$ cat src/rtl/if_stage_if.sv
// Bundle of the fetch stage's control inputs, instruction ROM bus and
// IF/ID pipeline register outputs. The slave modport is the fetch stage's
// view; the master modport is the surrounding pipeline / ROM.
interface if_stage_if;
  logic [5:0]  stall;
  logic        branch_flag_i;
  logic [31:0] branch_target_address_i;
  logic        inst_rom_ce;
  logic [31:0] inst_rom_addr;
  logic [31:0] inst_rom_data;
  logic [31:0] id_pc;
  logic [31:0] id_inst;
  logic        id_valid;

  modport master (
    output stall, branch_flag_i, branch_target_address_i, inst_rom_data,
    input  inst_rom_ce, inst_rom_addr, id_pc, id_inst, id_valid
  );

  modport slave (
    input  stall, branch_flag_i, branch_target_address_i, inst_rom_data,
    output inst_rom_ce, inst_rom_addr, id_pc, id_inst, id_valid
  );
endinterface

$ cat src/rtl/if_stage.sv
// Instruction-fetch stage: program counter, instruction ROM drive and the
// IF/ID pipeline register. Branches use a delay slot, so nothing is flushed.
module if_stage #(
  parameter logic [31:0] RESET_PC = 32'h0000_0000,
  parameter logic [31:0] PC_STEP  = 32'd4
) (
  input  logic        clk,
  input  logic        rst,
  if_stage_if.slave   bus
);

  logic        ce_q,       ce_d;
  logic [31:0] pc_q,       pc_d;
  logic [31:0] id_pc_q,    id_pc_d;
  logic [31:0] id_inst_q,  id_inst_d;
  logic        id_valid_q, id_valid_d;

  // Stall bits above the IF/ID pair belong to later stages.
  logic unused_stall_hi;
  assign unused_stall_hi = ^bus.stall[5:3];

  // Redirect targets are forced onto a word boundary.
  function automatic logic [31:0] align_word(input logic [31:0] addr);
    return {addr[31:2], 2'b00};
  endfunction

  // Next-state: startup forcing, PC priority (stall > branch > step) and
  // IF/ID priority (bubble > hold > load).
  always_comb begin
    ce_d       = 1'b1;
    pc_d       = pc_q;
    id_pc_d    = id_pc_q;
    id_inst_d  = id_inst_q;
    id_valid_d = id_valid_q;

    if (!ce_q) begin
      pc_d       = RESET_PC;
      id_pc_d    = 32'd0;
      id_inst_d  = 32'd0;
      id_valid_d = 1'b0;
    end else begin
      if (bus.stall[0]) begin
        pc_d = pc_q;
      end else if (bus.branch_flag_i) begin
        pc_d = align_word(bus.branch_target_address_i);
      end else begin
        pc_d = pc_q + PC_STEP;
      end

      if (bus.stall[1] && !bus.stall[2]) begin
        id_pc_d    = 32'd0;
        id_inst_d  = 32'd0;
        id_valid_d = 1'b0;
      end else if (bus.stall[1]) begin
        id_pc_d    = id_pc_q;
        id_inst_d  = id_inst_q;
        id_valid_d = id_valid_q;
      end else begin
        id_pc_d    = pc_q;
        id_inst_d  = bus.inst_rom_data;
        id_valid_d = 1'b1;
      end
    end
  end

  // State registers; active-low synchronous reset wins over stall and branch.
  always_ff @(posedge clk) begin
    if (!rst) begin
      ce_q       <= 1'b0;
      pc_q       <= RESET_PC;
      id_pc_q    <= 32'd0;
      id_inst_q  <= 32'd0;
      id_valid_q <= 1'b0;
    end else begin
      ce_q       <= ce_d;
      pc_q       <= pc_d;
      id_pc_q    <= id_pc_d;
      id_inst_q  <= id_inst_d;
      id_valid_q <= id_valid_d;
    end
  end

  assign bus.inst_rom_ce   = ce_q;
  assign bus.inst_rom_addr = pc_q;
  assign bus.id_pc         = id_pc_q;
  assign bus.id_inst       = id_inst_q;
  assign bus.id_valid      = id_valid_q;

endmodule
$ cat src/flat_wrapper.sv
// flat-port wrapper written by rule: the top's interface ports become plain ports
module if_stage_flat 
#(
  parameter logic [31:0] RESET_PC = 32'h0000_0000,
  parameter logic [31:0] PC_STEP  = 32'd4
)
  (clk, rst, bus_stall, bus_branch_flag_i, bus_branch_target_address_i, bus_inst_rom_data, bus_inst_rom_ce, bus_inst_rom_addr, bus_id_pc, bus_id_inst, bus_id_valid);
  if_stage_if bus_i ();
  input  logic clk;
  input  logic rst;
  input wire logic [$bits(bus_i.stall)-1:0] bus_stall;
  input wire logic [$bits(bus_i.branch_flag_i)-1:0] bus_branch_flag_i;
  input wire logic [$bits(bus_i.branch_target_address_i)-1:0] bus_branch_target_address_i;
  input wire logic [$bits(bus_i.inst_rom_data)-1:0] bus_inst_rom_data;
  output wire logic [$bits(bus_i.inst_rom_ce)-1:0] bus_inst_rom_ce;
  output wire logic [$bits(bus_i.inst_rom_addr)-1:0] bus_inst_rom_addr;
  output wire logic [$bits(bus_i.id_pc)-1:0] bus_id_pc;
  output wire logic [$bits(bus_i.id_inst)-1:0] bus_id_inst;
  output wire logic [$bits(bus_i.id_valid)-1:0] bus_id_valid;
  assign bus_i.stall = bus_stall;
  assign bus_i.branch_flag_i = bus_branch_flag_i;
  assign bus_i.branch_target_address_i = bus_branch_target_address_i;
  assign bus_i.inst_rom_data = bus_inst_rom_data;
  assign bus_inst_rom_ce = bus_i.inst_rom_ce;
  assign bus_inst_rom_addr = bus_i.inst_rom_addr;
  assign bus_id_pc = bus_i.id_pc;
  assign bus_id_inst = bus_i.id_inst;
  assign bus_id_valid = bus_i.id_valid;
  if_stage #(.RESET_PC(RESET_PC), .PC_STEP(PC_STEP)) u_core (.clk(clk), .rst(rst), .bus(bus_i));
endmodule
$ cat config.mk
export PLATFORM = sky130hd
export DESIGN_NAME = if_stage_flat
export DESIGN_NICKNAME = d
export VERILOG_FILES = /design/src/rtl/if_stage_if.sv /design/src/rtl/if_stage.sv /design/src/flat_wrapper.sv
export SDC_FILE = /design/constraint.sdc
export NUM_CORES = 1
export LEC_CHECK = 0
export ABC_AREA = 1
export BUFFER_PORTS_ARGS = -buffer_cell sky130_fd_sc_hd__buf_2
export CAP_MARGIN = 20
export CORE_ASPECT_RATIO = 0.75
export CORE_MARGIN = 4
export CORE_UTILIZATION = 40
export DETAILED_ROUTE_END_ITERATION = 8
export PLACE_DENSITY_LB_ADDON = 0.05
export SYNTH_ARGS = -nofsm -noshare
export SYNTH_HDL_FRONTEND = slang
export SYNTH_SLANG_ARGS = --single-unit
$ cat constraint.sdc
create_clock -name clk -period 1.37 [get_ports clk]
set_input_delay 0 -clock clk [delete_from_list [all_inputs] [get_ports clk]]
set_output_delay 0 -clock clk [all_outputs]
set_load 0.03 [all_outputs]
[After elaboration in Yosys (flattened, before gate mapping)]
Cells that the tools add are included.
Operators by class
  bitwise logic cells: 2
  multiply operators: 0
  divide/modulo/power cells: 0
  shifts and indexed selects: 0
  multiplexer cells: 2
  $add $sub $neg: 1
  order comparisons: 0
  equal/unequal tests: 0
  reductions and logical operators: 4
Operator list (number)
  adder 32 x 3 -> 32 bit (second input constant): 1
  two-way mux 32 bit: 1
  OR reduction 3 bit: 1
  NOT 1 bit: 2
  AND reduction 2 bit: 1
  logical AND 1 bit: 1
  logical NOT 1 bit: 1
  two-way mux 1 bit: 1
Word-level totals
  memory bits (read-only): 0
  bits of input ports: 73
  memory bits (writable): 0
  logic and storage cells: 14
  output and inout port bits: 98
  memories kept: 0
  flip-flop bits (word level): 98
  latch bits: 0

[Logic depth before layout (Yosys ltp)]
Gate-level depths: netlist of the first run.
  depth after elaboration: 3
  depth in mapped cells: 10
  mapped depth without buffers: 10

[Worst setup path before layout of the first run]
OpenSTA, ideal clock, no wires.
  kind: register -> register
  start: register u_core.pc_q[3] (netlist: u_core.bus.inst_rom_addr[3])
  end: register u_core.pc_q[22] (netlist: u_core.bus.inst_rom_addr[22])
  stages on the path, launching flop included: 11
  period minus slack after synthesis: 1.712 ns
  arrival time: 1.594 ns
  library setup time: 0.119 ns
  path buffers: 0
  data required time: 1.251 ns
  slack: -0.342 ns
  cell sequence: dfxtp_1 -> ha_1 -> nand2_1 -> nor2_2 -> nand2_2 -> nor2_4 -> nand2_1 -> nand2_1 -> nand3_1 -> nand2_1 -> a21oi_2
Between the ends
  longest elaborated chain between the ends: 2
RTL lines
  start, declared: RTL line if_stage.sv:13  | logic [31:0] pc_q, pc_d;
  start signal, assigned: RTL line if_stage.sv:76  | pc_q <= pc_d;
  adder 32 x 3 -> 32 bit: RTL line if_stage.sv:47  | pc_d = pc_q + PC_STEP;
  two-way mux 32 bit: RTL line if_stage.sv:44  | end else if (bus.branch_flag_i) begin
Every way passes these cells.
A chain may end at the register's enable or synchronous reset.

[Worst setup path after layout of the first run]
  start: register u_core.pc_q[4] (netlist: u_core.bus.inst_rom_addr[4])
  end: register u_core.pc_q[25] (netlist: u_core.bus.inst_rom_addr[25])
Same word-level chain as after synthesis.

==> results summary, run 1 <==
The flow ran to the end, but the final reports show violations. The checks that failed: setup timing. The congestion estimate from routability-driven global placement came to 0.865. At the worst endpoint, the arrival time is 1.64 ns.

The maximum clock rate is 705 MHz. The switching fraction of total power came out at 0.269. The tree is rooted in a sky130_fd_sc_hd__clkbuf_16. 0 antenna diodes ended up in the layout. The clock-pin slew on the worst setup and hold paths came out at 0.07 ns.

The effective utilization at floorplan is 0.418. The total global routing track utilization came out at 0.224. The H-tree was split into 3 levels.

The number of pins with negative max-slew slack in the final report came out at 0. The largest incremental delay on the critical path came out at around 0.38 ns. The worst setup path is of the reg2reg kind.

The largest total area in the synthesized netlist belongs to sky130_fd_sc_hd__dfxtp_1. In the final routed layout, each cell accounts on average for 14.5 µm. The synthesized area came out at 0.00441 mm².

The maximum resistive drop on vdd is 0.608 mV. The placeable core area is roughly 0.011 mm². After detailed routing, the number of remaining DRC violations is 0.

The detailed placement HPWL came out at 10.7 mm. The final wirelength came out at 14.7 mm. The worst setup path is launched from a register. The final critical-path required period is 1.42 ns. The I/O pin count came out at between 150 and 200. The tightest slew margin relative to the limit came out at 0.647. The commonest non-fill, non-tap cell in the layout is sky130_fd_sc_hd__nand2_1. The Yosys step of the flow raised 0 warnings. The worst register-to-register path ends at u_core.bus.inst_rom_addr[25]$_SDFFE_PN0N_. The proportion of power drawn by flip-flops and latches is 0.454.

The maximum number of pins on one net before global-route repair came out at 56. Of the available clock period, the critical path in the final layout requires 1.04. The floorplan has 32 rows. The worst hold path belongs to the class in2reg. The share of total power in combinational logic is 0.142.

The total grt overflow came out at 0. The mean number of vias per cell came out at around 5. The internal power consumption came out at 0.00458 W.

The worst setup margin is -0.0490 ns. In this run the vertical extent of the chip is 98.9 µm. The number of hold violations in the final report came out at 0. The worst setup path is captured at a register.

The origin of the critical flop-to-flop path is u_core.bus.inst_rom_addr[4]$_SDFFE_PN0N_. Including well taps, the total number of placed cells is 948. The share of the Yosys chip area taken by registers is 0.427. In this run the most critical hold path is launched from bus_branch_target_address_i[3]. The path depth of the worst reg2reg path is 9. The number of I/O port buffers came out at 161.

Setup repair after global routing could not meet its margin everywhere. TritonCTS built the clock tree. The fraction of final layout cells with drive strength greater than 1 came out at 0.346. The worst-case register-to-register setup slack is -0.05 ns. Synthesis instantiated 34 different standard cells from the library.

From synthesis to final layout, the design area changed by 48.5%. Leaving out fill and tap cells, the most frequent cells in the layout are 184 x sky130_fd_sc_hd__nand2_1, 161 x sky130_fd_sc_hd__buf_2, 98 x sky130_fd_sc_hd__a21oi_1, 87 x sky130_fd_sc_hd__nor2_1, 71 x sky130_fd_sc_hd__dfxtp_1. In this design, the critical path's most frequently occurring cell is sky130_fd_sc_hd__nand2_1. Along the worst hold path, the cell count comes to 5. The insertion delay of the later-clocked pin in the worst-skew pair came out at roughly 0.34 ns. The critical path goes through nand2_4, nor2_4, nand2_4, nor2_4, nand2_1, nand2_1, nand3_1, nand2_1, a21oi_2. At the pin with the least slew margin, the transition time is approximately 0.53 ns.

The final-report setup violation count came out at 7. The total iterations of the first detailed-routing run is 6. Dividing total power by cell area gives a power density of approximately 960 mW/mm².

The final design area excluding fillers is 0.00654 mm². The starting DRC count in detailed routing came out at roughly 260. On the final layout, the worst clock skew is approximately 0.0083 ns. In the post-synthesis netlist, the biggest area contributors are sky130_fd_sc_hd__dfxtp_1 43%, sky130_fd_sc_hd__nand2_1 16%, sky130_fd_sc_hd__a21oi_1 11%.

The TritonCTS buffer count is 9. The instance count of the mapped netlist came out at 643. The largest fanout on the critical path is 6.

The fraction of power consumed by the clock network is 0.403. The number of global-route vias before repair came out at 4770. The share of synthesized area in the top cell type comes to 0.427. The count of vias placed by the detailed router came out at 5049. For the worst setup path, the data required time is 1.59 ns. The end of the worst hold path is u_core.bus.inst_rom_addr[3]$_SDFFE_PN0N_. The synthesized design contains 94 register bits.

The number of nets at the end of the flow is 951. The total leakage power is 2.89 nW. The clock sink count is 94.

The number of maximum-capacitance constraint violations came out at 0. The initial antenna violation count came out at 0. The first-pass GRT wire length is around 23 mm. The switching power total is 0.00169 W. The maximum buffer depth of the clock tree came out at 2. The total placed instance area is between 0.005 and 0.006 mm². The die covers 0.0128 mm². Once detail routing completed, the nets flagged for antenna violations numbered 0. The die outline width is 129 µm.

The finished layout holds 1018 standard cells, fillers aside. The average instance in the mapped netlist occupies 6.85 µm². On the critical path, the stage with the largest delay is an instance of sky130_fd_sc_hd__dfxtp_4.
[cells by family (layout without fill, tap and decap cells)]
family,Yosys count,after routing,share of synthesized area
AO/OA/AOI/OAI,132,132,0.160
XOR/XNOR,6,6,0.0119
adder cells (fa/ha/maj),1,1,0.00284
buffers and inverters,68,304,0.0676
flip-flops,94,94,0.427
other,1,4,0.000851
AND/OR/NAND/NOR,341,341,0.330
[worst max-delay path, delay by kind of cell, from the launching register on]
kind             cells  cell delay (ns)
AND/OR/NAND/NOR      8             0.85
AO/OA/AOI/OAI        1             0.05
flip-flops           1             0.38
[worst max path at each step]
| stage | slack (ns) | endpoint | cells past startpoint | from |
|---|---|---|---|---|
| 2_1_floorplan | -0.03 | u_core.bus.inst_rom_addr[22]$_SDFFE_PN0N_ | 10 | u_core.bus.inst_rom_addr[3]$_SDFFE_PN0N_ |
| 3_3_place_gp | -0.02 | u_core.bus.inst_rom_addr[22]$_SDFFE_PN0N_ | 10 | u_core.bus.inst_rom_addr[3]$_SDFFE_PN0N_ |
| 3_5_place_dp | -0.04 | u_core.bus.inst_rom_addr[22]$_SDFFE_PN0N_ | 10 | u_core.bus.inst_rom_addr[3]$_SDFFE_PN0N_ |
| 4_1_cts | -0.04 | u_core.bus.inst_rom_addr[22]$_SDFFE_PN0N_ | 10 | u_core.bus.inst_rom_addr[2]$_SDFFE_PN0N_ |
| 5_1_grt | -0.14 | u_core.bus.inst_rom_addr[22]$_SDFFE_PN0N_ | 10 | u_core.bus.inst_rom_addr[3]$_SDFFE_PN0N_ |
| 6_report | -0.05 | u_core.bus.inst_rom_addr[25]$_SDFFE_PN0N_ | 9 | u_core.bus.inst_rom_addr[4]$_SDFFE_PN0N_ |
[sequential cells by signal, indices dropped and copies added (netlist names)]
signal / cells
u_core.bus.inst_rom_ce: 1
u_core.bus.id_valid: 1
u_core.bus.id_inst: 32
u_core.bus.id_pc: 30
u_core.bus.inst_rom_addr: 30
[cell usage after synthesis]
cell type,count
sky130_fd_sc_hd__clkinv_1,1
sky130_fd_sc_hd__ha_1,1
sky130_fd_sc_hd__and2_1,2
sky130_fd_sc_hd__a211oi_1,2
sky130_fd_sc_hd__buf_1,2
sky130_fd_sc_hd__inv_1,28
sky130_fd_sc_hd__nand2_2,4
sky130_fd_sc_hd__buf_2,16
sky130_fd_sc_hd__or2_2,1
sky130_fd_sc_hd__nand3b_1,1
sky130_fd_sc_hd__nand3_1,25
sky130_fd_sc_hd__nor3_1,1
sky130_fd_sc_hd__a21oi_2,5
sky130_fd_sc_hd__nor2_8,1
sky130_fd_sc_hd__o21ai_1,2
sky130_fd_sc_hd__nor2_2,7
sky130_fd_sc_hd__inv_2,1
sky130_fd_sc_hd__o22ai_1,1
sky130_fd_sc_hd__dfxtp_1,94
sky130_fd_sc_hd__nand2_4,2
sky130_fd_sc_hd__nor2_1,94
sky130_fd_sc_hd__xnor2_1,2
sky130_fd_sc_hd__o21ai_2,1
sky130_fd_sc_hd__clkbuf_1,14
sky130_fd_sc_hd__conb_1,1
sky130_fd_sc_hd__buf_4,6
sky130_fd_sc_hd__o21ai_0,16
sky130_fd_sc_hd__nor2_4,7
sky130_fd_sc_hd__xor2_1,4
sky130_fd_sc_hd__nand2_1,193
sky130_fd_sc_hd__o211ai_1,1
sky130_fd_sc_hd__nand3_2,3
sky130_fd_sc_hd__a21oi_1,101
sky130_fd_sc_hd__a221oi_1,3
[timing repair]
item                                   in CTS  in global routing
gates cloned                                0                  0
hold buffers                               47                  0
gates resized for setup                     2                 32
setup endpoints to repair                   9                 25
pin swaps                                  11                 15
endpoints found under the hold margin      47                  0
buffers inserted                            2                  5
[stage by stage]
step / TNS, ns / utilization / hold WS, ns / power (W) / setup slack, ns
floorplan: -0.0278 / - / 0.0277 / 0.00338 / -0.0278
global placement: -0.0151 / 0.534 / 0.118 / 0.00367 / -0.0151
detailed placement: -0.103 / 0.534 / 0.121 / 0.00368 / -0.0367
CTS: -0.112 / 0.609 / 0.00231 / 0.00632 / -0.0387
global route: -1.80 / 0.621 / 0.0301 / 0.00654 / -0.142
finish: -0.141 / 0.621 / 0.0138 / 0.00627 / -0.0490
[metal layers]
metal  GRT usage  vias up  share of wire
met5           0        -              0
met4      0.0638        0          0.021
met3      0.0455       28          0.072
met2       0.354      201           0.45
met1       0.310     2294           0.46
li1            -     2526              -
[layout make-up]
cell class / instances / area, µm²
Clock buffer: 10 / 229
Clock inverter: 6 / 66.3
Fill cell: 968 / 3990
Inverter: 30 / 113
Multi-Input combinational cell: 484 / 2350
Sequential cell: 94 / 1920
Tap cell: 136 / 170
Timing Repair Buffer: 258 / 1690
[power by group through the flow]
stage	Clock (W)	Combinational [W]	Sequential (W)
2_1_floorplan	0	0.000337	0.00304
3_3_place_gp	0	0.000765	0.00291
3_5_place_dp	0	0.000773	0.00291
4_1_cts	0.00259	0.000881	0.00285
5_1_grt	0.00271	0.000971	0.00286
6_report	0.00253	0.000892	0.00285
(Power assumes the default switching activity.)
==> run 2, diff against run 1 <==
--- a/config.mk
+++ b/config.mk
@@ -15,2 +15,3 @@
 export PLACE_DENSITY_LB_ADDON = 0.05
+export SETUP_SLACK_MARGIN = 0.1
 export SYNTH_ARGS = -nofsm -noshare
==> constraint.sdc (replaced) <==
create_clock -name clk -period 1.37 [get_ports clk]
set_input_delay 0.0685 -clock clk [delete_from_list [all_inputs] [get_ports clk]]
set_output_delay 0.0685 -clock clk [all_outputs]
set_load 0.03 [all_outputs]
==> results summary, run 2 (synthesis gave the netlist of run 1 again) <==
Run status: finished, violations left (unchanged). Violations in the final reports: setup timing (unchanged). The number of I/O port buffers came out at 161 (unchanged). The worst setup margin came out at -0.0589 ns (was -0.0490 ns). The I/O pin count came to 171 (unchanged).

The launching element of the worst setup path is u_core.bus.inst_rom_addr[2]$_SDFFE_PN0N_ (was u_core.bus.inst_rom_addr[4]$_SDFFE_PN0N_). The total grt overflow is 0 (unchanged). The first-pass GRT wire length is 23.9 mm (was 23.5 mm). The maximum number of pins on one net before global-route repair is 82 (was 56). The number of pins with negative max-slew slack in the final report came out at 0 (unchanged). The final critical-path required period was 1.43 ns (was 1.42 ns). The average routed wire per standard cell was 15.1 µm (was 14.5 µm). The slowest cell on the critical path is sky130_fd_sc_hd__dfxtp_4 (unchanged). The number of hold violations in the final report came out at 0 (unchanged). The category of the worst setup path launch point was a register (unchanged). The largest fanout on the critical path is 6 (unchanged). The total leakage power came out at 2.88 nW (was 2.89 nW).

The deepest level of the CTS H-tree is 3 (unchanged). The worst-case register-to-register setup slack is -0.06 ns (was -0.05 ns). The effective utilization at floorplan is 0.418 (unchanged). The total placed instance area came to 0.00565 mm² (was 0.00563 mm²). The detailed placement HPWL is 10.6 mm (was 10.7 mm). The flip-flop count of the largest register after layout came out at 32 (unchanged). The clock-pin slew on the worst setup and hold paths came out at 0.07 ns (about the same).

The commonest non-fill, non-tap cell in the layout is sky130_fd_sc_hd__nand2_1 (unchanged). The clock sink count came out at 94 (unchanged). The total iterations of the first detailed-routing run came to 6 (unchanged). Cell chain of the critical path: ha_4, nand2_4, nor2_4, nand2_4, nor2_4, nand2_1, nand2_1, nand3_1, nand2_1, a21oi_2 (was nand2_4, nor2_4, nand2_4, nor2_4, nand2_1, nand2_1, nand3_1, nand2_1, a21oi_2). The number of maximum-capacitance constraint violations came out at 0 (unchanged).

The buffer type at the clock tree root is sky130_fd_sc_hd__clkbuf_16 (unchanged). The internal power consumption came out at 0.00447 W (was 0.00458 W). The kind of capture point of the worst setup path is a register (unchanged).

The cell type with the highest occurrence count on the critical path is sky130_fd_sc_hd__nand2_1 (unchanged). The die area is 0.0128 mm² (unchanged). Most frequent cells in the layout: 175 x sky130_fd_sc_hd__nand2_1, 161 x sky130_fd_sc_hd__buf_2, 93 x sky130_fd_sc_hd__a21oi_1, 80 x sky130_fd_sc_hd__nor2_1, 66 x sky130_fd_sc_hd__dfxtp_1 (was 184 x sky130_fd_sc_hd__nand2_1, 161 x sky130_fd_sc_hd__buf_2, 98 x sky130_fd_sc_hd__a21oi_1, 87 x sky130_fd_sc_hd__nor2_1, 71 x sky130_fd_sc_hd__dfxtp_1). The final-report setup violation count is 12 (was 7). The path depth of the worst reg2reg path came out at 10 (was 9). The start point of the worst min-delay path is bus_stall[0] (was bus_branch_target_address_i[3]). The endpoint of the most critical register-to-register path is u_core.bus.inst_rom_addr[22]$_SDFFE_PN0N_ (was u_core.bus.inst_rom_addr[25]$_SDFFE_PN0N_).

The number of placed instances with taps included came out at 944 (was 948). The critical setup path kind is reg2reg (unchanged). The path category of the worst min-delay check was in2reg (unchanged). The last element of the critical path was u_core.bus.inst_rom_addr[22]$_SDFFE_PN0N_ (was u_core.bus.inst_rom_addr[25]$_SDFFE_PN0N_).

The initial antenna violation count is 0 (unchanged). Setup repair after global routing missed its margin: true (unchanged). The die height is 98.9 µm (unchanged). The summed negative setup slack over all endpoints is -0.401 ns (was -0.141 ns). The final wirelength came out at 15.1 mm (was 14.7 mm). The maximum clock rate was 700 MHz (was 705 MHz). The insertion delay of the later-clocked pin in the worst-skew pair came to 0.35 ns (was 0.34 ns). The die outline width came out at 129 µm (unchanged).

The final design area excluding fillers came out at 0.00657 mm² (was 0.00654 mm²). The maximum buffer depth of the clock tree came to 2 (unchanged). The number of global-route vias before repair is 4815 (was 4770). The antenna diode instance count came out at 0 (unchanged). The final cell count without fillers is 1004 (was 1018). The final cycle utilization of the critical path is 1.04 (about the same).

The share of total power in combinational logic is 0.142 (about the same). The worst setup timing slack at the placement stage was -0.0574 ns (was -0.0367 ns). The weighted congestion reported at the end of routability-driven placement came out at 0.921 (was 0.865). The origin of the critical flop-to-flop path is u_core.bus.inst_rom_addr[2]$_SDFFE_PN0N_ (was u_core.bus.inst_rom_addr[4]$_SDFFE_PN0N_). The switching fraction of total power is 0.276 (was 0.269).

The total global routing track utilization is 0.235 (was 0.224). The placeable core area came out at 0.0105 mm² (unchanged). The count of standard-cell rows is 32 (unchanged). The layout filler cell count came out at 1028 (was 968).

The starting DRC count in detailed routing came to 288 (was 264). The fraction of final layout cells with drive strength greater than 1 is 0.385 (was 0.346). The data required time at the worst endpoint is 1.60 ns (was 1.59 ns). The final standard cell utilization of the core is 0.624 (was 0.621). The count of vias placed by the detailed router is 5009 (was 5049). The critical path arrival is 1.66 ns (was 1.64 ns).

The switching power total was 0.00170 W (was 0.00169 W). The count of nets left with antenna violations after detail routing is 0 (unchanged). The CTS tree is done (unchanged). The maximum resistive drop on vdd is 0.576 mV (was 0.608 mV). The clock tree skew after final layout is 0.0103 ns (was 0.00833 ns). The fraction of power consumed by the clock network is 0.400 (was 0.403). The mean number of vias per cell came out at 4.99 (was 4.96). The area added between synthesis and finish came out at 49.0% (was 48.5%). The residual DRC count is 0 (unchanged).

The largest incremental delay on the critical path came out at 0.37 ns (was 0.38 ns). The TritonCTS buffer count is 9 (unchanged). The number of nets at the end of the flow came out at 937 (was 951). The proportion of power drawn by flip-flops and latches is 0.458 (was 0.454).

The power per cell area is 941 mW/mm² (was 958 mW/mm²).
## run 2: changes by cell type in the layout (fill, tap and decap cells not counted), moves of 8 or more
cell | previous run | this run
sky130_fd_sc_hd__nand2_1 | 184 | 175
sky130_fd_sc_hd__dfxtp_4 | 5 | 19
sky130_fd_sc_hd__nand2_2 | 11 | 19
sky130_fd_sc_hd__dlygate4sd3_1 | 47 | 34
sky130_fd_sc_hd__dfxtp_2 | 18 | 9
## run 2: worst max-delay path, delay by kind of cell, from the launching register on
kind            cells  cell delay [ns]
flops               1             0.37
fa+ha+maj           1             0.16
simple gates        8             0.75
compound gates      1             0.05
## run 2: timing repair
action | in CTS | in global routing
gates resized for setup | 24 | 42
pin swaps | 22 | 21
hold buffers | 34 | 0
setup buffers | 7 | 3
endpoints found under the hold margin | 34 | 0
setup endpoints to repair | 24 | 26
## run 2: stage by stage
step	total power [W]	hold slack (ns)
after floorplan	0.00336	0.0962
after global placement	0.00365	0.186
after detailed placement	0.00366	0.188
after CTS	0.00623	0.00156
after global routing	0.00647	0.0266
final	0.00618	0.00890
## run 2: how the worst min path moves through the flow
| stage | end | slack (ns) | cells after the start |
|---|---|---|---|
| floorplan | u_core.bus.inst_rom_ce$_DFF_P_ | 0.1 | 0 |
| finish | u_core.bus.inst_rom_addr[6]$_SDFFE_PN0N_ | 0.009 | 2 |
| global route | u_core.bus.inst_rom_addr[2]$_SDFFE_PN0N_ | 0.03 | 2 |
| global placement | u_core.bus.inst_rom_ce$_DFF_P_ | 0.19 | 1 |
| detailed placement | u_core.bus.inst_rom_ce$_DFF_P_ | 0.19 | 1 |
| CTS | u_core.bus.inst_rom_addr[6]$_SDFFE_PN0N_ | 0.002 | 2 |
## run 2: metal layers
metal | share of wire | track usage | up-vias
met5 | 0 | 0 | -
met4 | 0.016 | 0.0630 | 0
met3 | 0.076 | 0.0693 | 19
met2 | 0.46 | 0.369 | 178
met1 | 0.45 | 0.314 | 2311
li1 | - | - | 2501
## run 2: layout make-up
| class | count | area, µm² | area share |
|---|---|---|---|
| multi-input cells | 484 | 2440 | 0.372 |
| clock buffers | 11 | 254 | 0.0387 |
| flip-flops and latches | 94 | 1960 | 0.299 |
| clock inverters | 5 | 35.0 | 0.00534 |
| inverters | 30 | 115 | 0.0175 |
| repair buffers | 244 | 1580 | 0.241 |
| well taps | 136 | 170 | 0.0259 |
## run 2: power groups by stage
| stage | logic, W | registers [W] | clock network (W) |
|---|---|---|---|
| 2_1_floorplan | 0.000337 | 0.00302 | 0 |
| 3_3_place_gp | 0.000755 | 0.00289 | 0 |
| 3_5_place_dp | 0.000763 | 0.00290 | 0 |
| 4_1_cts | 0.000856 | 0.00283 | 0.00254 |
| 5_1_grt | 0.000953 | 0.00284 | 0.00267 |
| 6_report | 0.000875 | 0.00283 | 0.00247 |
